===== config.mk =====
export PLATFORM = sky130hd
export DESIGN_NAME = instr_align_buffer_flat
export DESIGN_NICKNAME = d
export VERILOG_FILES = /design/src/rtl/instr_align_buffer_if.sv /design/src/rtl/instr_align_buffer.sv /design/src/flat_wrapper.sv
export SDC_FILE = /design/constraint.sdc
export NUM_CORES = 1
export LEC_CHECK = 0
export CAP_MARGIN = 20
export CORE_MARGIN = 2
export CORE_UTILIZATION = 49
export CTS_CLUSTER_SIZE = 40
export DETAILED_ROUTE_END_ITERATION = 16
export PLACE_DENSITY = 0.8
export SYNTH_ARGS = -nofsm -noshare
export SYNTH_HDL_FRONTEND = slang
export SYNTH_SLANG_ARGS = --single-unit

===== constraint.sdc =====
create_clock -name clk -period 3.2 [get_ports clk]
set_input_delay 0.48 -clock clk [delete_from_list [all_inputs] [get_ports clk]]
set_output_delay 0.48 -clock clk [all_outputs]
set_load 0.02 [all_outputs]

===== src/rtl/instr_align_buffer_if.sv =====
// Fetch/decode bus of the instruction align buffer: fetch packet in, two decoded slots out.
interface instr_align_buffer_if #(
  parameter int unsigned DEPTH_HW = 16,
  parameter int unsigned PC_W     = 32
);
  localparam int unsigned CNT_W = $clog2(DEPTH_HW) + 1;

  logic              Flush;
  logic              Fetch_Valid;
  logic              Fetch_Ready;
  logic [PC_W-1:0]   Fetch_PC;
  logic [63:0]       Fetch_Data;
  logic [1:0]        Decode_Accept;
  logic [63:0]       IFID_Instr;
  logic [PC_W-1:0]   IFID_NowPC_0;
  logic [PC_W-1:0]   IFID_NowPC_1;
  logic [1:0]        Slot_Valid;
  logic [1:0]        Slot_16Bit;
  logic [CNT_W-1:0]  Buf_Count;

  // Fetch/decode side of the buffer
  modport master (
    output Flush, Fetch_Valid, Fetch_PC, Fetch_Data, Decode_Accept,
    input  Fetch_Ready, IFID_Instr, IFID_NowPC_0, IFID_NowPC_1,
           Slot_Valid, Slot_16Bit, Buf_Count
  );

  // The buffer itself
  modport slave (
    input  Flush, Fetch_Valid, Fetch_PC, Fetch_Data, Decode_Accept,
    output Fetch_Ready, IFID_Instr, IFID_NowPC_0, IFID_NowPC_1,
           Slot_Valid, Slot_16Bit, Buf_Count
  );
endinterface


===== src/rtl/instr_align_buffer.sv =====
// Halfword-granular fetch queue realigning 16/32-bit instructions into two decode slots.
// Define IAB_RVC_EN to enable compressed (16-bit) instruction detection.
module instr_align_buffer #(
  parameter int unsigned DEPTH_HW  = 16,
  parameter int unsigned PC_W      = 32,
  parameter logic [31:0] NOP_INSTR = 32'h00000013
) (
  input  logic                 clk,
  input  logic                 rst_n,
  instr_align_buffer_if.slave  io_bus
);

  localparam int unsigned PTR_W = $clog2(DEPTH_HW);
  localparam int unsigned CNT_W = PTR_W + 1;
  localparam int unsigned HW_W  = 16;

  logic [HW_W-1:0]  r_ram [DEPTH_HW];
  logic [PTR_W-1:0] r_rd_ptr;
  logic [PTR_W-1:0] r_wr_ptr;
  logic [CNT_W-1:0] r_count;
  logic [PC_W-1:0]  r_head_pc;

  logic [HW_W-1:0]  w_p0, w_p1, w_p2, w_p3;
  logic [HW_W-1:0]  w_q0, w_q1;
  logic             w_s0_16, w_s1_16;
  logic             w_s0_valid, w_s1_valid;
  logic [CNT_W-1:0] w_l0, w_l1, w_rem, w_pop, w_n_wr;
  logic [1:0]       w_lane0;
  logic [PC_W-1:0]  w_wr_pc;
  logic             w_ready, w_wr_en;
  logic [3:0]       w_wr_lane;
  logic [PTR_W-1:0] w_wr_idx [4];
  logic [31:0]      w_s0_instr, w_s1_instr;
  logic             w_unused_ok;

  // Look-ahead window of four parcels from the head
  assign w_p0 = r_ram[r_rd_ptr];
  assign w_p1 = r_ram[PTR_W'(r_rd_ptr + PTR_W'(1))];
  assign w_p2 = r_ram[PTR_W'(r_rd_ptr + PTR_W'(2))];
  assign w_p3 = r_ram[PTR_W'(r_rd_ptr + PTR_W'(3))];

  assign w_q0 = w_s0_16 ? w_p1 : w_p2;
  assign w_q1 = w_s0_16 ? w_p2 : w_p3;

`ifdef IAB_RVC_EN
  assign w_s0_16 = (w_p0[1:0] != 2'b11);
  assign w_s1_16 = (w_q0[1:0] != 2'b11);
  assign w_lane0 = io_bus.Fetch_PC[2:1];
  assign w_wr_pc = {io_bus.Fetch_PC[PC_W-1:1], 1'b0};
`else
  assign w_s0_16 = 1'b0;
  assign w_s1_16 = 1'b0;
  assign w_lane0 = {io_bus.Fetch_PC[2], 1'b0};
  assign w_wr_pc = {io_bus.Fetch_PC[PC_W-1:2], 2'b00};
`endif
  assign w_unused_ok = ^io_bus.Fetch_PC[1:0];

  // Slot lengths and validity; slot1 only counts parcels left after slot0
  assign w_l0       = w_s0_16 ? CNT_W'(1) : CNT_W'(2);
  assign w_l1       = w_s1_16 ? CNT_W'(1) : CNT_W'(2);
  assign w_s0_valid = (w_s0_16 && (r_count >= CNT_W'(1))) || (r_count >= CNT_W'(2));
  assign w_rem      = r_count - w_l0;
  assign w_s1_valid = w_s0_valid &&
                      ((w_s1_16 && (w_rem >= CNT_W'(1))) || (w_rem >= CNT_W'(2)));

  // Accept is clamped to the leading valid slots
  always_comb begin
    w_pop = '0;
    if ((io_bus.Decode_Accept != 2'b00) && w_s0_valid) begin
      w_pop = w_l0;
      if (io_bus.Decode_Accept[1] && w_s1_valid) begin
        w_pop = w_l0 + w_l1;
      end
    end
  end

  assign w_ready = !io_bus.Flush && (r_count <= CNT_W'(DEPTH_HW - 4));
  assign w_wr_en = io_bus.Fetch_Valid && w_ready;
  assign w_n_wr  = CNT_W'(4) - CNT_W'(w_lane0);

  always_comb begin
    for (int i = 0; i < 4; i++) begin
      w_wr_lane[i] = w_wr_en && (2'(i) >= w_lane0);
      w_wr_idx[i]  = PTR_W'(r_wr_ptr + PTR_W'(i) - PTR_W'(w_lane0));
    end
  end

  // Queue state; flush wins over any same-cycle write or pop
  always_ff @(posedge clk or negedge rst_n) begin
    if (!rst_n) begin
      for (int i = 0; i < DEPTH_HW; i++) begin
        r_ram[i] <= '0;
      end
      r_rd_ptr  <= '0;
      r_wr_ptr  <= '0;
      r_count   <= '0;
      r_head_pc <= '0;
    end else if (io_bus.Flush) begin
      r_rd_ptr  <= '0;
      r_wr_ptr  <= '0;
      r_count   <= '0;
      r_head_pc <= '0;
    end else begin
      for (int i = 0; i < 4; i++) begin
        if (w_wr_lane[i]) begin
          r_ram[w_wr_idx[i]] <= io_bus.Fetch_Data[i*HW_W +: HW_W];
        end
      end
      if (w_wr_en) begin
        r_wr_ptr <= PTR_W'(r_wr_ptr + PTR_W'(w_n_wr));
      end
      r_rd_ptr <= PTR_W'(r_rd_ptr + PTR_W'(w_pop));
      r_count  <= r_count + (w_wr_en ? w_n_wr : CNT_W'(0)) - w_pop;
      if (w_wr_en && (r_count == '0)) begin
        r_head_pc <= w_wr_pc;
      end else begin
        r_head_pc <= r_head_pc + PC_W'({w_pop, 1'b0});
      end
    end
  end

  assign w_s0_instr = w_s0_16 ? {16'h0000, w_p0} : {w_p1, w_p0};
  assign w_s1_instr = w_s1_16 ? {16'h0000, w_q0} : {w_q1, w_q0};

  assign io_bus.Fetch_Ready  = w_ready;
  assign io_bus.IFID_Instr   = {(w_s1_valid ? w_s1_instr : NOP_INSTR),
                                (w_s0_valid ? w_s0_instr : NOP_INSTR)};
  assign io_bus.IFID_NowPC_0 = r_head_pc;
  // With nothing buffered there is no slot0 length, so both PCs sit at the head
  assign io_bus.IFID_NowPC_1 = (r_count == '0) ? r_head_pc
                                                : r_head_pc + PC_W'({w_l0, 1'b0});
  assign io_bus.Slot_Valid   = {w_s1_valid, w_s0_valid};
  assign io_bus.Slot_16Bit   = {w_s1_valid && w_s1_16, w_s0_valid && w_s0_16};
  assign io_bus.Buf_Count    = r_count;

endmodule

===== src/flat_wrapper.sv =====
// flat-port wrapper written by rule: the top's interface ports become plain ports
module instr_align_buffer_flat 
#(
  parameter int unsigned DEPTH_HW  = 16,
  parameter int unsigned PC_W      = 32,
  parameter logic [31:0] NOP_INSTR = 32'h00000013
)
  (clk, rst_n, io_bus_Flush, io_bus_Fetch_Valid, io_bus_Fetch_PC, io_bus_Fetch_Data, io_bus_Decode_Accept, io_bus_Fetch_Ready, io_bus_IFID_Instr, io_bus_IFID_NowPC_0, io_bus_IFID_NowPC_1, io_bus_Slot_Valid, io_bus_Slot_16Bit, io_bus_Buf_Count);
  instr_align_buffer_if #(.DEPTH_HW(DEPTH_HW), .PC_W(PC_W)) io_bus_i ();
  input  logic clk;
  input  logic rst_n;
  input wire logic [$bits(io_bus_i.Flush)-1:0] io_bus_Flush;
  input wire logic [$bits(io_bus_i.Fetch_Valid)-1:0] io_bus_Fetch_Valid;
  input wire logic [$bits(io_bus_i.Fetch_PC)-1:0] io_bus_Fetch_PC;
  input wire logic [$bits(io_bus_i.Fetch_Data)-1:0] io_bus_Fetch_Data;
  input wire logic [$bits(io_bus_i.Decode_Accept)-1:0] io_bus_Decode_Accept;
  output wire logic [$bits(io_bus_i.Fetch_Ready)-1:0] io_bus_Fetch_Ready;
  output wire logic [$bits(io_bus_i.IFID_Instr)-1:0] io_bus_IFID_Instr;
  output wire logic [$bits(io_bus_i.IFID_NowPC_0)-1:0] io_bus_IFID_NowPC_0;
  output wire logic [$bits(io_bus_i.IFID_NowPC_1)-1:0] io_bus_IFID_NowPC_1;
  output wire logic [$bits(io_bus_i.Slot_Valid)-1:0] io_bus_Slot_Valid;
  output wire logic [$bits(io_bus_i.Slot_16Bit)-1:0] io_bus_Slot_16Bit;
  output wire logic [$bits(io_bus_i.Buf_Count)-1:0] io_bus_Buf_Count;
  assign io_bus_i.Flush = io_bus_Flush;
  assign io_bus_i.Fetch_Valid = io_bus_Fetch_Valid;
  assign io_bus_i.Fetch_PC = io_bus_Fetch_PC;
  assign io_bus_i.Fetch_Data = io_bus_Fetch_Data;
  assign io_bus_i.Decode_Accept = io_bus_Decode_Accept;
  assign io_bus_Fetch_Ready = io_bus_i.Fetch_Ready;
  assign io_bus_IFID_Instr = io_bus_i.IFID_Instr;
  assign io_bus_IFID_NowPC_0 = io_bus_i.IFID_NowPC_0;
  assign io_bus_IFID_NowPC_1 = io_bus_i.IFID_NowPC_1;
  assign io_bus_Slot_Valid = io_bus_i.Slot_Valid;
  assign io_bus_Slot_16Bit = io_bus_i.Slot_16Bit;
  assign io_bus_Buf_Count = io_bus_i.Buf_Count;
  instr_align_buffer #(.DEPTH_HW(DEPTH_HW), .PC_W(PC_W), .NOP_INSTR(NOP_INSTR)) u_core (.clk(clk), .rst_n(rst_n), .io_bus(io_bus_i));
endmodule

=== After elaboration in Yosys (flattened, before gate mapping) ===
Cells that the tools add are included.

* Bits in registers: 301
* Input port bits: 102
* Output and inout port bits: 138
* Logic and storage cells: 126

* Add/subtract/negate cells: 18
* Order comparisons: 19
* Muxes and demuxes: 43
* Bitwise operators: 8
* Reduce and logical (&&, ||, !) cells: 18

{| class="wikitable"
|+ Operators by type and width
! kind !! count
|-
| two-way mux 256 bit || 7
|-
| bitwise mux 256 bit || 4
|-
| binary-select mux 16 bit (select 4 bit) || 4
|-
| demux 16 bit (select 4 bit) || 4
|-
| two-way mux 16 bit || 12
|-
| two-way mux 32 bit || 5
|-
| greater-or-equal comparator 5 bit (second input constant) || 8
|-
| inverter 4 -> 5 bit || 8
|-
| adder 32 x 3 -> 32 bit (second input constant) || 1
|-
| adder 32 x 6 -> 32 bit || 1
|-
| < comparator 5 x 1 -> 1 bit (second input constant) || 4
|-
| adder 4 x 2 -> 4 bit (second input constant) || 4
|-
| subtractor 4 x 2 -> 4 bit || 4
|-
| logical AND 1 bit || 14
|-
| two-way mux 4 bit || 3
|-
| greater-or-equal comparator 5 x 2 -> 1 bit (second input constant) || 2
|-
| two-way mux 5 bit || 2
|-
| adder 4 x 1 -> 4 bit (second input constant) || 2
|-
| adder 4 bit || 2
|-
| two-way mux 3 bit || 2
|-
| adder 5 bit || 1
|-
| <= comparator 5 x 4 -> 1 bit (second input constant) || 1
|-
| logical NOT 5 bit || 1
|-
| subtractor 5 x 2 -> 5 bit (second input constant) || 1
|-
| 6 further kinds || 9
|}

=== Longest topological paths before layout ===
* Depth in word-level cells: 17
* Mapped depth: 17
* Depth with buffers taken out: 15

=== Least setup slack after synthesis ===
No wires, ideal clock.

* Path kind: reg-to-reg
* Start point: register u_core.r_count[4], in the netlist u_core.io_bus.Buf_Count[4]
* End point: register u_core.r_head_pc[31], in the netlist u_core.io_bus.IFID_NowPC_0[31]
* Library setup time: 0.122 ns
* Arrival time: 3.590 ns
* Data required time: 3.078 ns
* Slack: -0.512 ns
* Cell stages (with the launch flop): 18
* Period minus slack after synthesis: 3.712 ns
* Cells stage by stage: dfrtp_1 > buf_2 > inv_1 > ha_1 > inv_1 > nor2_1 > a31oi_1 > o22ai_1 > inv_1 > and2_1 > ha_1 > nand3_1 > a22o_1 > buf_2 > or4_1 > buf_2 > or3_1 > a2111oi_1

* Word-level cells in the longest chain between the ends: 9

{| class="wikitable"
|+ RTL lines
! what !! line !! source
|-
| start: declaration || instr_align_buffer.sv:20 || <nowiki>logic [CNT_W-1:0] r_count;</nowiki>
|-
| start signal: assignment || instr_align_buffer.sv:113 || <nowiki>r_count <= r_count + (w_wr_en ? w_n_wr : CNT_W'(0)) - w_pop;</nowiki>
|-
| subtractor 5 x 2 -> 5 bit || instr_align_buffer.sv:62 || <nowiki>assign w_rem = r_count - w_l0;</nowiki>
|-
| greater-or-equal comparator 5 x 2 -> 1 bit || instr_align_buffer.sv:64 || <nowiki>((w_s1_16 && (w_rem >= CNT_W'(1))) || (w_rem >= CNT_W'(2)));</nowiki>
|-
| logical AND 1 bit * || instr_align_buffer.sv:63 || <nowiki>assign w_s1_valid = w_s0_valid &&</nowiki>
|-
| named net u_core.w_s1_valid || instr_align_buffer.sv:26 || <nowiki>logic w_s0_valid, w_s1_valid;</nowiki>
|-
| logical AND 1 bit * || instr_align_buffer.sv:71 || <nowiki>if (io_bus.Decode_Accept[1] && w_s1_valid) begin</nowiki>
|-
| two-way mux 3 bit * || instr_align_buffer.sv:71 ||
|-
| two-way mux 3 bit * || instr_align_buffer.sv:69 || <nowiki>if ((io_bus.Decode_Accept != 2'b00) && w_s0_valid) begin</nowiki>
|-
| adder 32 x 6 -> 32 bit * || instr_align_buffer.sv:117 || <nowiki>r_head_pc <= r_head_pc + PC_W'({w_pop, 1'b0});</nowiki>
|-
| two-way mux 32 bit * || instr_align_buffer.sv:114 || <nowiki>if (w_wr_en && (r_count == '0)) begin</nowiki>
|-
| two-way mux 32 bit * || instr_align_buffer.sv:98 || <nowiki>end else if (io_bus.Flush) begin</nowiki>
|-
| end signal: assignment || instr_align_buffer.sv:115 || <nowiki>r_head_pc <= w_wr_pc;</nowiki>
|-
| end signal: assignment || instr_align_buffer.sv:117 ||
|-
| end: declaration || instr_align_buffer.sv:21 || <nowiki>logic [PC_W-1:0] r_head_pc;</nowiki>
|}

Mark *: on every way through the listed nets, which the timed path passes. The rest lies on a longest branch.
A chain may end at the register's enable or synchronous reset.

=== Worst setup path after layout ===
* Start point: register u_core.r_rd_ptr[1]
* End point: output port io_bus_IFID_Instr[57]

* Word-level cells in the longest chain between the ends: 6

{| class="wikitable"
|+ RTL lines
! what !! line !! source
|-
| start: declaration || instr_align_buffer.sv:18 || <nowiki>logic [PTR_W-1:0] r_rd_ptr;</nowiki>
|-
| start signal: assignment || instr_align_buffer.sv:112 || <nowiki>r_rd_ptr <= PTR_W'(r_rd_ptr + PTR_W'(w_pop));</nowiki>
|-
| adder 4 x 2 -> 4 bit || instr_align_buffer.sv:40 || <nowiki>assign w_p3 = r_ram[PTR_W'(r_rd_ptr + PTR_W'(3))];</nowiki>
|-
| inverter 4 -> 5 bit (not written as such) || instr_align_buffer.sv:40 ||
|-
| binary-select mux 16 bit (select 4 bit) || instr_align_buffer.sv:40 ||
|-
| two-way mux 16 bit (not written as such) (2 in a row) || instr_align_buffer.sv:40 ||
|-
| two-way mux 32 bit || instr_align_buffer.sv:126 || <nowiki>assign io_bus.IFID_Instr = {(w_s1_valid ? w_s1_instr : NOP_INSTR),</nowiki>
|-
| end: declaration || flat_wrapper.sv:18 || <nowiki>output wire logic [$bits(io_bus_i.IFID_Instr)-1:0] io_bus_IFID_Instr;</nowiki>
|}

No other way between the ends. The select of a mux whose other input is x is not followed.

==> results.toml <==
[yosys]
ys_seq_area_frac = 0.391
syn_inst = 2047
ys_async_sr_fraction = 1.00
syn_area_per_cell_um2 = 9.26
synth_ff_type = "dfrtp_1"
ys_types = 60
synth_edf_count = 0
syn_area_um2 = 19000
synth_seq_cells = 296
yosys_warnings = 0

[clock_network]
cts_buffers = 35
clk_pin_slew_ps = 60
worstSkewPairLatency_ps = 540
cts_tree = "done"
cts.sinks = 296
cts-root-buf = "clkbuf_16"
cts.htree.levels = 2
clockBufferDepth = 3

[cells_and_area]
regArea_um2 = 7420
fin_nets = 2423
nFillCells = 2965
multi_input_area_um2 = 10800
final_common_cell = "nand2_1"
postLayoutCellArea_um2 = 24500
area_growth_pct = 29.0
final_util = 0.637
layout_common_cells = "nand2_1, dfrtp_1, nor2_1"
layout-drive-gt1-share = 0.224

[setup_path]
critPathKind = "reg -> out"
cp_cell_sequence = "ha_4, buf_6, buf_6, clkbuf_16, mux4_2, nand2_1, a21oi_2, buf_4"
start_kind = "flop"
slowest_stage = "dfrtp_4"
worst-path-buf-inv = 4
path_depth = 8
crit_arrival_ps = 2710
r2r_setup_slack_ps = 150
cp_top_family = "buffers and inverters"
end_kind = "output pin"
r2r_cells = 14
path_common_cell = "buf_6"
cpPeakStageDelay_ps = 570
path_max_fanout = 7
required_ps = 2720

[grt]
grt_pass1_wl_mm = 109
met3_usage = 0.102
grt_pass1_vias = 19100
grt_util_met1 = 0.439
overflow = 0
met2_usage = 0.546
grt_usage = 0.348
grt_start_max_net_pins = 102
top_usage_layer = "met2"
antenna_found_initial = 3

[detailed_routing]
drc = 0
dr_total_vias = 19200
drt_iter0_markers = 2759
wl_per_cell_um = 25.2
drt-vias-per-instance = 6.75
drt-total-wl_mm = 71.5
dr.pass1.iters = 7
postRouteAntennaNets = 0

[placement]
io_buffers = 230
gp_congestion = 0.978
dp_hpwl_mm = 44.5
placed_cell_area_um2 = 22700
pre_cts_slack_ps = 9.54

[timing]
slew_headroom = 0.422
final_hold_viol_count = 12
drv_slew = 0
rsz0062_at_grt = "true"
skew_ps = 25.1
post-route-period-util = 0.998
fin_ws_ps = 7.68
setup_viol = 0
max_freq_mhz = 313
fin_crit_ps = 3190
tightest_slew_ps = 866
whs_ps = -11.5

[power_and_ir_drop]
power_density_nw_per_um2 = 1020
ir_drop_uv = 665
p_leak_nw = 10.3

[min_path]
hp-class = "in -> async"

[floorplan]
rows = 72
start_util = 0.494
die_w_um = 201
fp.coreArea_um2 = 38400
die_area_um2 = 40300
die_h_um = 201
io_pins = 240

[run_status]
status = "complete, but fails checks"
violations = "hold timing"

[run]
maxCapViolations = 0
-- sequential cells by signal, indices dropped and copies added, names as in the netlist --
name and count:
u_core.r_rd_ptr 3, u_core.io_bus.IFID_NowPC_0 30, u_core.r_wr_ptr 3, u_core.io_bus.Buf_Count 4
u_core.r_ram 256
-- logic make-up after synthesis --
kind of cell,synth area share
buffers and inverters,0.0585
muxes,0.173
DFF,0.391
adders and majority gates,0.0183
xor gates and xnor gates,0.0341
and+or+nand+nor,0.183
AOI/OAI and AO/OA,0.143
other,0.000198
-- metrics by stage --
step	instances	setup TNS (ps)	total power [mW]
3_3_place_gp	2749	0	19.6
2_1_floorplan	2055	-346	14.8
5_1_grt	2843	-304	26.1
4_1_cts	2826	-183	24.3
6_report	2843	0	25.0
3_5_place_dp	2749	0	20.1
-- final cells by class --
class                      instances  area share
antenna                            1    0.000102
clock buffer                      57      0.0446
clock inverter                     6     0.00389
inverter                          65      0.0102
multi-input combinational       1484       0.440
sequential                       296       0.304
tap                              518      0.0265
timing repair buffer             416       0.171
-- worst paths after layout --
| kind | start | end |
|---|---|---|
| worst max register to register | u_core.io_bus.Buf_Count[4] | u_core.io_bus.IFID_NowPC_0[31] |
| worst max-delay path | u_core.r_rd_ptr[1] | io_bus_IFID_Instr[57] |
| worst min register to register | u_core.r_ram[163] | u_core.r_ram[163] |
| max in group asynchronous | rst_n | u_core.r_ram[206] |
| min in group clk | io_bus_Flush | u_core.r_rd_ptr[2] |
| worst min-delay path | rst_n | u_core.r_ram[194] |
-- report_power, final --
part	internal (mW)	switching, mW
combinational	6.59	7.14
clock	2.50	1.66
sequential	5.51	1.61
total	14.6	10.4
-- timing repair --
item,CTS,global route
gates resized for setup,189,66
hold buffers,0,0
setup endpoints to repair,84,60
pin swaps,3,18
gates cloned,6,2
setup buffers,8,14
-- per-layer routing --
layer | vias up | part of all wire
li1 | 7810 | -
met4 | 4 | 0.056
met2 | 1774 | 0.46
met3 | 412 | 0.15
met5 | - | 0.00032
met1 | 9187 | 0.34
-- cell usage after synthesis, types with 11 or more instances --
library cell / count / share of area
a211oi_1: 26 / 0.010
a21oi_1: 90 / 0.024
a31oi_1: 107 / 0.035
buf_1: 38 / 0.0075
buf_4: 11 / 0.0044
clkbuf_1: 137 / 0.027
clkbuf_2: 13 / 0.0034
dfrtp_1: 296 / 0.39
ha_1: 15 / 0.0099
inv_1: 65 / 0.013
mux2i_1: 39 / 0.021
mux4_2: 128 / 0.15
nand2_1: 373 / 0.074
nand2b_1: 22 / 0.0073
nand3_1: 31 / 0.0082
nand4_1: 13 / 0.0043
nor2_1: 277 / 0.055
nor2b_1: 13 / 0.0043
nor3_1: 22 / 0.0058
o221a_2: 48 / 0.029
o22ai_1: 91 / 0.030
or3_1: 13 / 0.0043
xnor2_1: 44 / 0.020
xor2_1: 27 / 0.012
Power figures use the tool's default switching activity.
